$ cat config.mk
export PLATFORM = sky130hd
export DESIGN_NAME = iq_decimator
export DESIGN_NICKNAME = d
export VERILOG_FILES = /design/src/rtl/iq_decimator.sv
export SDC_FILE = /design/constraint.sdc
export NUM_CORES = 1
export LEC_CHECK = 0
export ABC_AREA = 1
export BUFFER_PORTS_ARGS = -buffer_cell sky130_fd_sc_hd__buf_2
export CORE_MARGIN = 2
export CORE_UTILIZATION = 45
export DETAILED_ROUTE_END_ITERATION = 16
export PLACE_DENSITY_LB_ADDON = 0.05
export SLEW_MARGIN = 20
export SYNTH_ARGS = -nofsm -noshare
export SYNTH_HDL_FRONTEND = slang
export SYNTH_SLANG_ARGS = --single-unit
$ cat constraint.sdc
create_clock -name clk -period 5.41 [get_ports clk]
set_input_delay 1.623 -clock clk [delete_from_list [all_inputs] [get_ports clk]]
set_output_delay 1.623 -clock clk [all_outputs]
set_load 0.03 [all_outputs]
$ cat src/rtl/iq_decimator.sv
// -----------------------------------------------------------------------------
// iq_decimator
//
// Accumulate-and-dump decimating low-pass for the mixer I/Q outputs. Sums
// N = 2^d consecutive valid I/Q samples and emits the rounded (half up),
// saturated average. It sits between the mixer and the demodulators.
//
// Optional feature macro: MAG_EST_EN
//   defined   -> adds mag_out = max(|I|,|Q|) + min(|I|,|Q|)/2, computed from
//                the saturated result. One extra pipeline register is added,
//                so results appear two cycles after the dumping sample.
//   undefined -> no mag_out port. Results appear one cycle after the dump.
//
// Ports
//   clk        in   system clock
//   rst        in   synchronous reset, active-high
//   in_valid   in   qualifies i_in/q_in this cycle
//   i_in       in   signed I sample (IN_W)
//   q_in       in   signed Q sample (IN_W)
//   dec_log2   in   log2 decimation ratio. Values above DEC_MAX_LOG2 are clamped.
//   out_ready  in   downstream accepts i_out/q_out
//   out_valid  out  i_out/q_out hold a result
//   i_out      out  signed decimated I (OUT_W)
//   q_out      out  signed decimated Q (OUT_W)
//   overrun    out  sticky: an unconsumed result was overwritten
//   mag_out    out  magnitude estimate (OUT_W, unsigned). Present only with MAG_EST_EN.
//
// Output handshake: a result is transferred in any cycle where out_valid and
// out_ready are both high. While out_valid && !out_ready the outputs are held
// unless a new result arrives. In that case the new result overwrites the
// held one and overrun is set. A new result that arrives in the same cycle
// as an acceptance is loaded, and out_valid stays high.
// -----------------------------------------------------------------------------
module iq_decimator #(
    parameter int IN_W         = 16,
    parameter int OUT_W        = 16,
    parameter int DEC_MAX_LOG2 = 8
) (
    input  logic                    clk,
    input  logic                    rst,
    input  logic                    in_valid,
    input  logic signed [IN_W-1:0]  i_in,
    input  logic signed [IN_W-1:0]  q_in,
    input  logic [3:0]              dec_log2,
    input  logic                    out_ready,
    output logic                    out_valid,
    output logic signed [OUT_W-1:0] i_out,
    output logic signed [OUT_W-1:0] q_out,
    output logic                    overrun
`ifdef MAG_EST_EN
    ,
    output logic [OUT_W-1:0]        mag_out
`endif
);

    localparam int ACC_W = IN_W + DEC_MAX_LOG2;
    localparam int CNT_W = DEC_MAX_LOG2 + 1;
    localparam logic [3:0] D_MAX = 4'(DEC_MAX_LOG2);

    // Saturation bounds in the widened (ACC_W+1) rounding domain.
    localparam logic signed [ACC_W:0] OUT_MAX =
        {{(ACC_W + 2 - OUT_W){1'b0}}, {(OUT_W - 1){1'b1}}};
    localparam logic signed [ACC_W:0] OUT_MIN =
        {{(ACC_W + 2 - OUT_W){1'b1}}, {(OUT_W - 1){1'b0}}};

    // ACC: collecting a window. DUMP: this cycle carries the last sample.
    typedef enum logic {ST_ACC, ST_DUMP} state_t;
    state_t state;

    logic [3:0]              d;
    logic [3:0]              d_next;
    logic [CNT_W-1:0]        cnt;
    logic [CNT_W-1:0]        last_cnt;
    logic signed [ACC_W-1:0] acc_i, acc_q;
    logic signed [ACC_W-1:0] sum_i, sum_q;
    logic signed [OUT_W-1:0] res_i, res_q;
    logic                    dump;

    // Round half up by adding 2^(d-1) before an arithmetic shift. The sum is
    // widened by one bit so the rounding offset cannot overflow.
    function automatic logic signed [OUT_W-1:0] round_sat(
        input logic signed [ACC_W-1:0] s,
        input logic [3:0]              sh
    );
        logic signed [ACC_W:0] ext;
        logic signed [ACC_W:0] rnd;
        logic signed [ACC_W:0] shifted;
        ext     = {s[ACC_W-1], s};
        rnd     = ({{ACC_W{1'b0}}, 1'b1} << sh) >> 1;   // 0 when sh == 0
        shifted = (ext + rnd) >>> sh;
        if (shifted > OUT_MAX)
            return OUT_MAX[OUT_W-1:0];
        else if (shifted < OUT_MIN)
            return OUT_MIN[OUT_W-1:0];
        else
            return shifted[OUT_W-1:0];
    endfunction

    always_comb begin
        d_next   = (dec_log2 > D_MAX) ? D_MAX : dec_log2;
        last_cnt = (CNT_W'(1) << d) - CNT_W'(1);
        sum_i    = acc_i + {{DEC_MAX_LOG2{i_in[IN_W-1]}}, i_in};
        sum_q    = acc_q + {{DEC_MAX_LOG2{q_in[IN_W-1]}}, q_in};
        state    = (in_valid && (cnt == last_cnt)) ? ST_DUMP : ST_ACC;
        dump     = (state == ST_DUMP);
        res_i    = round_sat(sum_i, d);
        res_q    = round_sat(sum_q, d);
    end

    // Window accumulation. The ratio is re-latched only at a window boundary
    // or in reset, so a mid-window change of dec_log2 applies to the next window.
    always_ff @(posedge clk) begin
        if (rst) begin
            acc_i <= '0;
            acc_q <= '0;
            cnt   <= '0;
            d     <= d_next;
        end else if (in_valid) begin
            if (dump) begin
                acc_i <= '0;
                acc_q <= '0;
                cnt   <= '0;
                d     <= d_next;
            end else begin
                acc_i <= sum_i;
                acc_q <= sum_q;
                cnt   <= cnt + CNT_W'(1);
            end
        end
    end

    logic                    load;
    logic signed [OUT_W-1:0] load_i, load_q;

`ifdef MAG_EST_EN
    logic                    s1_valid;
    logic signed [OUT_W-1:0] s1_i, s1_q;
    logic signed [OUT_W:0]   ext_i, ext_q;
    logic [OUT_W:0]          abs_i, abs_q, mx, mn;
    logic [OUT_W+1:0]        mag_sum;
    logic [OUT_W-1:0]        mag_sat;

    always_ff @(posedge clk) begin
        if (rst) begin
            s1_valid <= 1'b0;
            s1_i     <= '0;
            s1_q     <= '0;
        end else begin
            s1_valid <= dump;
            if (dump) begin
                s1_i <= res_i;
                s1_q <= res_q;
            end
        end
    end

    // |-2^(OUT_W-1)| needs OUT_W+1 bits, so the magnitudes are one bit wider.
    always_comb begin
        ext_i   = {s1_i[OUT_W-1], s1_i};
        ext_q   = {s1_q[OUT_W-1], s1_q};
        abs_i   = ext_i[OUT_W] ? -ext_i : ext_i;
        abs_q   = ext_q[OUT_W] ? -ext_q : ext_q;
        mx      = (abs_i > abs_q) ? abs_i : abs_q;
        mn      = (abs_i > abs_q) ? abs_q : abs_i;
        mag_sum = {1'b0, mx} + {2'b00, mn[OUT_W:1]};
        mag_sat = (|mag_sum[OUT_W+1:OUT_W]) ? '1 : mag_sum[OUT_W-1:0];
        load    = s1_valid;
        load_i  = s1_i;
        load_q  = s1_q;
    end
`else
    always_comb begin
        load   = dump;
        load_i = res_i;
        load_q = res_q;
    end
`endif

    always_ff @(posedge clk) begin
        if (rst) begin
            out_valid <= 1'b0;
            i_out     <= '0;
            q_out     <= '0;
            overrun   <= 1'b0;
`ifdef MAG_EST_EN
            mag_out   <= '0;
`endif
        end else if (load) begin
            out_valid <= 1'b1;
            i_out     <= load_i;
            q_out     <= load_q;
`ifdef MAG_EST_EN
            mag_out   <= mag_sat;
`endif
            if (out_valid && !out_ready)
                overrun <= 1'b1;
        end else if (out_ready) begin
            out_valid <= 1'b0;
        end
    end

endmodule

==> summary.md, run 1 <==
| Metric | Value |
|---|---|
| Max-slew headroom | `33.4%` |
| CP Data Required Time | `5.67 ns` |
| P_leak | `7.12 nW` |
| Total clock sinks | `95` |
| DR WL/cell | `14.9 um` |
| Vias/cell | `5.29` |
| CP startpoint kind | `input pin` |
| Chip width | `160 um` |
| Initial antenna violation count | `0` |
| ANT nets after route | `0` |
| Setup CP Type | `input pin to flop` |
| RR Startpoint | `d[3]` |
| Port buffer count | `73` |
| Beginning of the worst hold path | `overrun` |
| Largest area contributor in the netlist | `nand2_1` |
| Final worst slack | `-0.0201 ns` |
| Core footprint | `24100 um^2` |
| P&R area growth vs syn | `30.5%` |
| Worst clock skew | `0.0162 ns` |
| Yosys reg bits | `95` |
| Post-synth cell types | `57` |
| Mapped cell area | `11000 um^2` |
| Power after layout | `4.16 mW` |
| Final HPWL DP | `27500 um` |
| Worst EP arrival | `5.69 ns` |
| CP Capture Type | `flop` |
| Placer Congestion | `0.929` |
| Maximum vdd ir drop | `0.138 mV` |
| Filler cell count | `2479` |
| Synth top cells by count | `533 x nand2_1, 170 x nand3_1, 155 x inv_1, 140 x nor2_1, 139 x a21oi_1` |
| N_diodes | `0` |
| Final Non-Filler Cells | `2390` |
| Hold Vio Cnt, Final | `0` |
| Synth top area share | `18.2%` |
| Iteration-0 DRC Markers | `743` |
| RSZ-0062 raised after global routing | `true` |
| Total grt overflow | `0` |
| Worst skew pair latency | `0.37 ns` |
| YS warnings | `0` |
| Via count | `12600` |
| CP max stage delay | `0.37 ns` |
| Layout net count | `2183` |
| Starting Density | `45.5%` |
| Post-synth EDFFs | `4` |
| Largest net degree at the start of global routing | `51` |
| Sequential area share after synthesis | `17.7%` |
| Post-DP Area | `13100 um^2` |
| Avg Inst Size Synth | `6.04 um^2` |
| Failing checks | `setup timing` |
| Status | `finished, violations left` |
| Drt pass-1 iters | `5` |
| Number of global-route vias before repair | `11900` |
| Htree depth | `3` |
| CP max-delay cell | `ha_1` |
| Die Ht | `160 um` |
| Post-Synthesis Cells | `1816` |
| Clock buffer count from CTS | `9` |
| F_max | `0.184 GHz` |
| Reg clk slew, reported paths | `0.08 ns` |
| Post-Syn Nets | `1938` |
| Wirelength, routed | `35500 um` |
| Worst Tran Pin Value | `0.998 ns` |
| GRT Util Overall | `27.2%` |
| Final slew viol count | `0` |
| Hold Crit Class | `flop to flop` |
| CTS root buf | `clkbuf_16` |
| I/O Pins | `74` |
| Asr flop ratio synth | `0%` |
| Maxcap violations | `0` |
| Final instance area | `14300 um^2` |
| Area of the multi-input gates | `8930 um^2` |
| Dominant synthesized flop cell | `dfxtp_1` |
| Sequential Area | `1940 um^2` |
| Count leader, synth | `nand2_1` |
| Crit path top cell by count | `nand2_2` |
| Crit share post-route | `100%` |
| Placed cell count | `2363` |
| Crit path launch | `q_in[3]` |
| First-pass GRT wire length | `57900 um` |
| Critical Path Fanout Max | `8` |
| Layout cells sized above 1 | `27.7%` |
| Final setup vio count | `6` |
| Setup TNS | `-0.0414 ns` |
| Hold_buf cts | `0` |
| Area contributors post-synth | `nand2_1 18%, dfxtp_1 17%, ha_1 8.9%` |
| Pwr Density | `291 nW/um^2` |
| Shortest period the worst path allows | `5.43 ns` |
| Placement Rows | `57` |
| CTS tree | `yes` |
| Drt drc | `0` |
| Die area | `25600 um^2` |
| Maximum clock insertion buffer count | `2` |
==> worst max-delay path: cells and delay by family <==
family / cells / cell delay [ns]
AO/OA/AOI/OAI: 3 / 0.59
XOR/XNOR: 1 / 0.11
adder cells (fa/ha/maj): 2 / 0.71
buffers and inverters: 1 / 0.10
AND/OR/NAND/NOR: 25 / 2.58
==> cells by family after synthesis <==
group,synth area share (%)
AOI/OAI and AO/OA,17.9
xor gates and xnor gates,5.42
and+or+nand+nor,39.5
muxes,1.00
DFF,17.7
adders and majority gates,9.63
buffers and inverters,8.81
==> what timing repair did <==
action,in CTS,in global routing
cloned,0,4
pin swaps,0,58
buffers inserted,0,7
endpoints found under the setup margin,15,30
gates resized for setup,2,176
==> layout make-up <==
cell class	instances	share of cell area, %
inverters	178	4.71
clock inverters	7	0.464
clock buffers	9	1.57
multi-input cells	1483	62.4
repair buffers	294	14.4
well taps	324	2.83
flip-flops and latches	95	13.6
==> sequential cells by signal, indices dropped and copies added (netlist names) <==
signal     cells
d              4
out_valid      1
q_out         16
overrun        1
acc_q         24
i_out         16
cnt            9
acc_i         24
==> path summary, 6_finish.rpt <==
check	end	slack [ns]	cells after the start
setup / recovery	q_out[1]	-0.02	32
hold / removal	overrun	0.46	2
setup reg to reg	q_out[1]	0.34	27
hold reg to reg	overrun	0.46	2
==> report_power, final <==
group	switching (mW)	total, mW	internal [mW]
Clock	0.339	0.662	0.323
Sequential	0.0336	0.788	0.754
Combinational	1.59	2.71	1.12
==> layout by cell type, fill, tap and decap left out, types with 8 or more instances in the layout <==
cell / n
nand2_1: 501
buf_4: 219
inv_1: 153
nand3_1: 149
a21oi_1: 119
nor2_1: 117
o21ai_0: 109
dfxtp_1: 91
buf_2: 72
ha_1: 70
nand2_2: 69
xor2_1: 37
a21oi_2: 32
nand3_2: 27
nand4_1: 26
nor2_4: 20
inv_2: 20
nor2_2: 19
nor3_1: 16
a21oi_4: 15
xnor2_1: 13
nand2_4: 11
mux2i_1: 11
o21ai_1: 10
o221ai_1: 10
clkbuf_16: 10
xor2_2: 9
ha_4: 8
==> metrics by stage <==
stage	hold WS [ns]	setup WS, ns	util (%)
after detailed placement	0.440	-0.444	54.2
after floorplan	0.449	0.135	-
after global placement	0.437	-0.394	54.2
final	0.455	-0.0201	59.3
after CTS	0.461	0.0120	55.4
after global routing	0.479	-0.319	59.3
==> per-layer routing <==
metal	global-route usage (%)	share of wire [%]	vias up
met3	2.81	3.2	47
met1	34.4	45	5828
met4	7.99	2.1	0
met2	48.9	50	248
li1	-	-	6515
met5	0	0	-
Note: power is estimated with default switching activity, not from simulation.
==> run 2: changes to the inputs <==
--- a/config.mk
+++ b/config.mk
@@ -11,6 +11,7 @@
 export CORE_UTILIZATION = 45
 export DETAILED_ROUTE_END_ITERATION = 16
 export PLACE_DENSITY_LB_ADDON = 0.05
+export REMOVE_ABC_BUFFERS = 1
 export SLEW_MARGIN = 20
 export SYNTH_ARGS = -nofsm -noshare
 export SYNTH_HDL_FRONTEND = slang
==> summary.md, run 2 (synthesis results as in run 1) <==
| Metric | Value |
|---|---|
| Status | `complete, no violations` |
| F_max | `0.187 GHz` |
| Starting Density | `45.5%` |
| Final HPWL DP | `27500 um` |
| Largest regs | `acc_i: 24 flops, acc_q: 24 flops` |
| CP max-delay cell | `fa_2` |
| Worst Tran Pin Value | `1.02 ns` |
| Core footprint | `24100 um^2` |
| Critical Path Fanout Max | `8` |
| Hold Crit Class | `flop to flop` |
| I/O Pins | `74` |
| Placement Rows | `57` |
| CP Capture Type | `flop` |
| Crit path max-delay family | `simple AND/OR/NAND/NOR gates` |
| Worst EP arrival | `5.60 ns` |
| Most common cell after layout, fill and taps aside | `nand2_1` |
| CP startpoint kind | `input pin` |
| Pwr Density | `288 nW/um^2` |
| Worst clock skew | `0.0120 ns` |
| Die Ht | `160 um` |
| Wirelength, routed | `36700 um` |
| Htree depth | `3` |
| Iteration-0 DRC Markers | `844` |
| DR WL/cell | `15.2 um` |
| Top sig layer | `met4` |
| First-pass GRT wire length | `57600 um` |
| Placer Congestion | `0.907` |
| Layout net count | `2201` |
| CP Data Required Time | `5.68 ns` |
| Filler cell count | `2372` |
| Setup TNS | `0 ns` |
| P_leak | `7.25 nW` |
| Routed met1 length | `16000 um` |
| Area of the multi-input gates | `9350 um^2` |
| Clock buffer count from CTS | `9` |
| Drt drc | `0` |
| Port buffer count | `73` |
| Number of global-route vias before repair | `12200` |
| Maximum vdd ir drop | `0.148 mV` |
| P&R area growth vs syn | `35.7%` |
| Total clock sinks | `95` |
| Final setup vio count | `0` |
| GRT Util Overall | `27.1%` |
| Setup CP Type | `input pin to flop` |
| Maxcap violations | `0` |
| Reg clk slew, reported paths | `0.08 ns` |
| Initial antenna violation count | `0` |
| RSZ-0062 raised after global routing | `true` |
| Setup WS pre-CTS | `-0.459 ns` |
| Shortest period the worst path allows | `5.34 ns` |
| Crit share post-route | `98.6%` |
| Maximum clock insertion buffer count | `2` |
| Worst skew pair latency | `0.37 ns` |
| Largest net degree at the start of global routing | `51` |
| Final slew viol count | `0` |
| Die area | `25600 um^2` |
| Chip width | `160 um` |
| Layout cells sized above 1 | `31.7%` |
| Drt pass-1 iters | `7` |
| Via count | `12800` |
| N_diodes | `0` |
| Crit path buf inv count | `3` |
| Total grt overflow | `0` |
| Sequential Area | `1940 um^2` |
| Commonest non-fill, non-tap cells in the layout | `480 x nand2_1, 232 x buf_4, 152 x inv_1, 132 x nand3_1, 117 x nor2_1` |
| CTS root buf | `clkbuf_16` |
| CTS tree | `yes` |
| Metal3 WL | `1060 um` |
| ANT nets after route | `0` |
| Detailed route wirelength on metal2 | `18700 um` |
| Crit path top cell by count | `nand3_2` |
| CP max stage delay | `0.36 ns` |
| Final worst slack | `0.0749 ns` |
| Vias/cell | `5.31` |
| Hold Vio Cnt, Final | `0` |
| Max-slew headroom | `32.0%` |
| Worst R2R Setup Slack | `0.50 ns` |
## run 2: cell types whose count changed in the layout (fill, tap and decap cells not counted), sizes merged
cell      delta
buf         +18
clkbuf       +2
inv          -2
clkinv       -1
clkinvlp     +1
## run 2: final cells by class
cell class / count / area share (%)
Clock buffer: 11 / 1.63
Timing Repair Buffer: 312 / 14.9
Clock inverter: 5 / 0.277
Inverter: 178 / 4.52
Tap cell: 324 / 2.72
Multi-Input combinational cell: 1483 / 62.9
Sequential cell: 95 / 13.1
## run 2: per-stage QoR
| stage | hold WS [ns] | utilization [%] | area (um^2) | std cells | power [mW] |
|---|---|---|---|---|---|
| global route | 0.491 | 61.7 | 14900 | 2408 | 4.62 |
| floorplan | 0.443 | - | 10700 | 1753 | 2.30 |
| detailed placement | 0.446 | 54.3 | 13100 | 2367 | 3.23 |
| finish | 0.469 | 61.7 | 14900 | 2408 | 4.28 |
| CTS | 0.466 | 55.9 | 13500 | 2386 | 3.92 |
| global placement | 0.441 | 54.3 | 13100 | 2367 | 3.22 |
## run 2: worst reg2reg max path, delay by kind of cell (launching register included)
| kind | cells | cell delay (ns) |
|---|---|---|
| XOR/XNOR | 1 | 0.19 |
| adder cells (fa/ha/maj) | 1 | 0.33 |
| buffers and inverters | 2 | 0.64 |
| AO/OA/AOI/OAI | 4 | 0.58 |
| AND/OR/NAND/NOR | 18 | 2.55 |
| flip-flops | 1 | 0.52 |
## run 2: worst paths after layout
kind | start | to | cells past startpoint
worst max register to register | d[2] | q_out[10] | 26
worst max-delay path | q_in[0] | q_out[10] | 29
worst min register to register | overrun | overrun | 2
worst min-delay path | overrun | overrun | 2
## run 2: layer usage
metal  vias to the layer above  global-route usage [%]
met2                       237                    50.1
met4                         0                    8.48
li1                       6532                       -
met3                        57                    2.88
met1                      5971                    32.9
met5                         -                       0
## run 2: where the power goes
group	switching [mW]	leakage, nW	internal [mW]
clock network	0.331	0.132	0.329
logic	1.63	6.34	1.20
registers	0.0386	0.781	0.754
## run 2: repair_timing
item / in CTS / in global routing
setup buffers: 2 / 20
endpoints found under the setup margin: 15 / 30
gates resized for setup: 21 / 240
hold buffers: 0 / 0
pin swaps: 19 / 102
cloned: 1 / 3
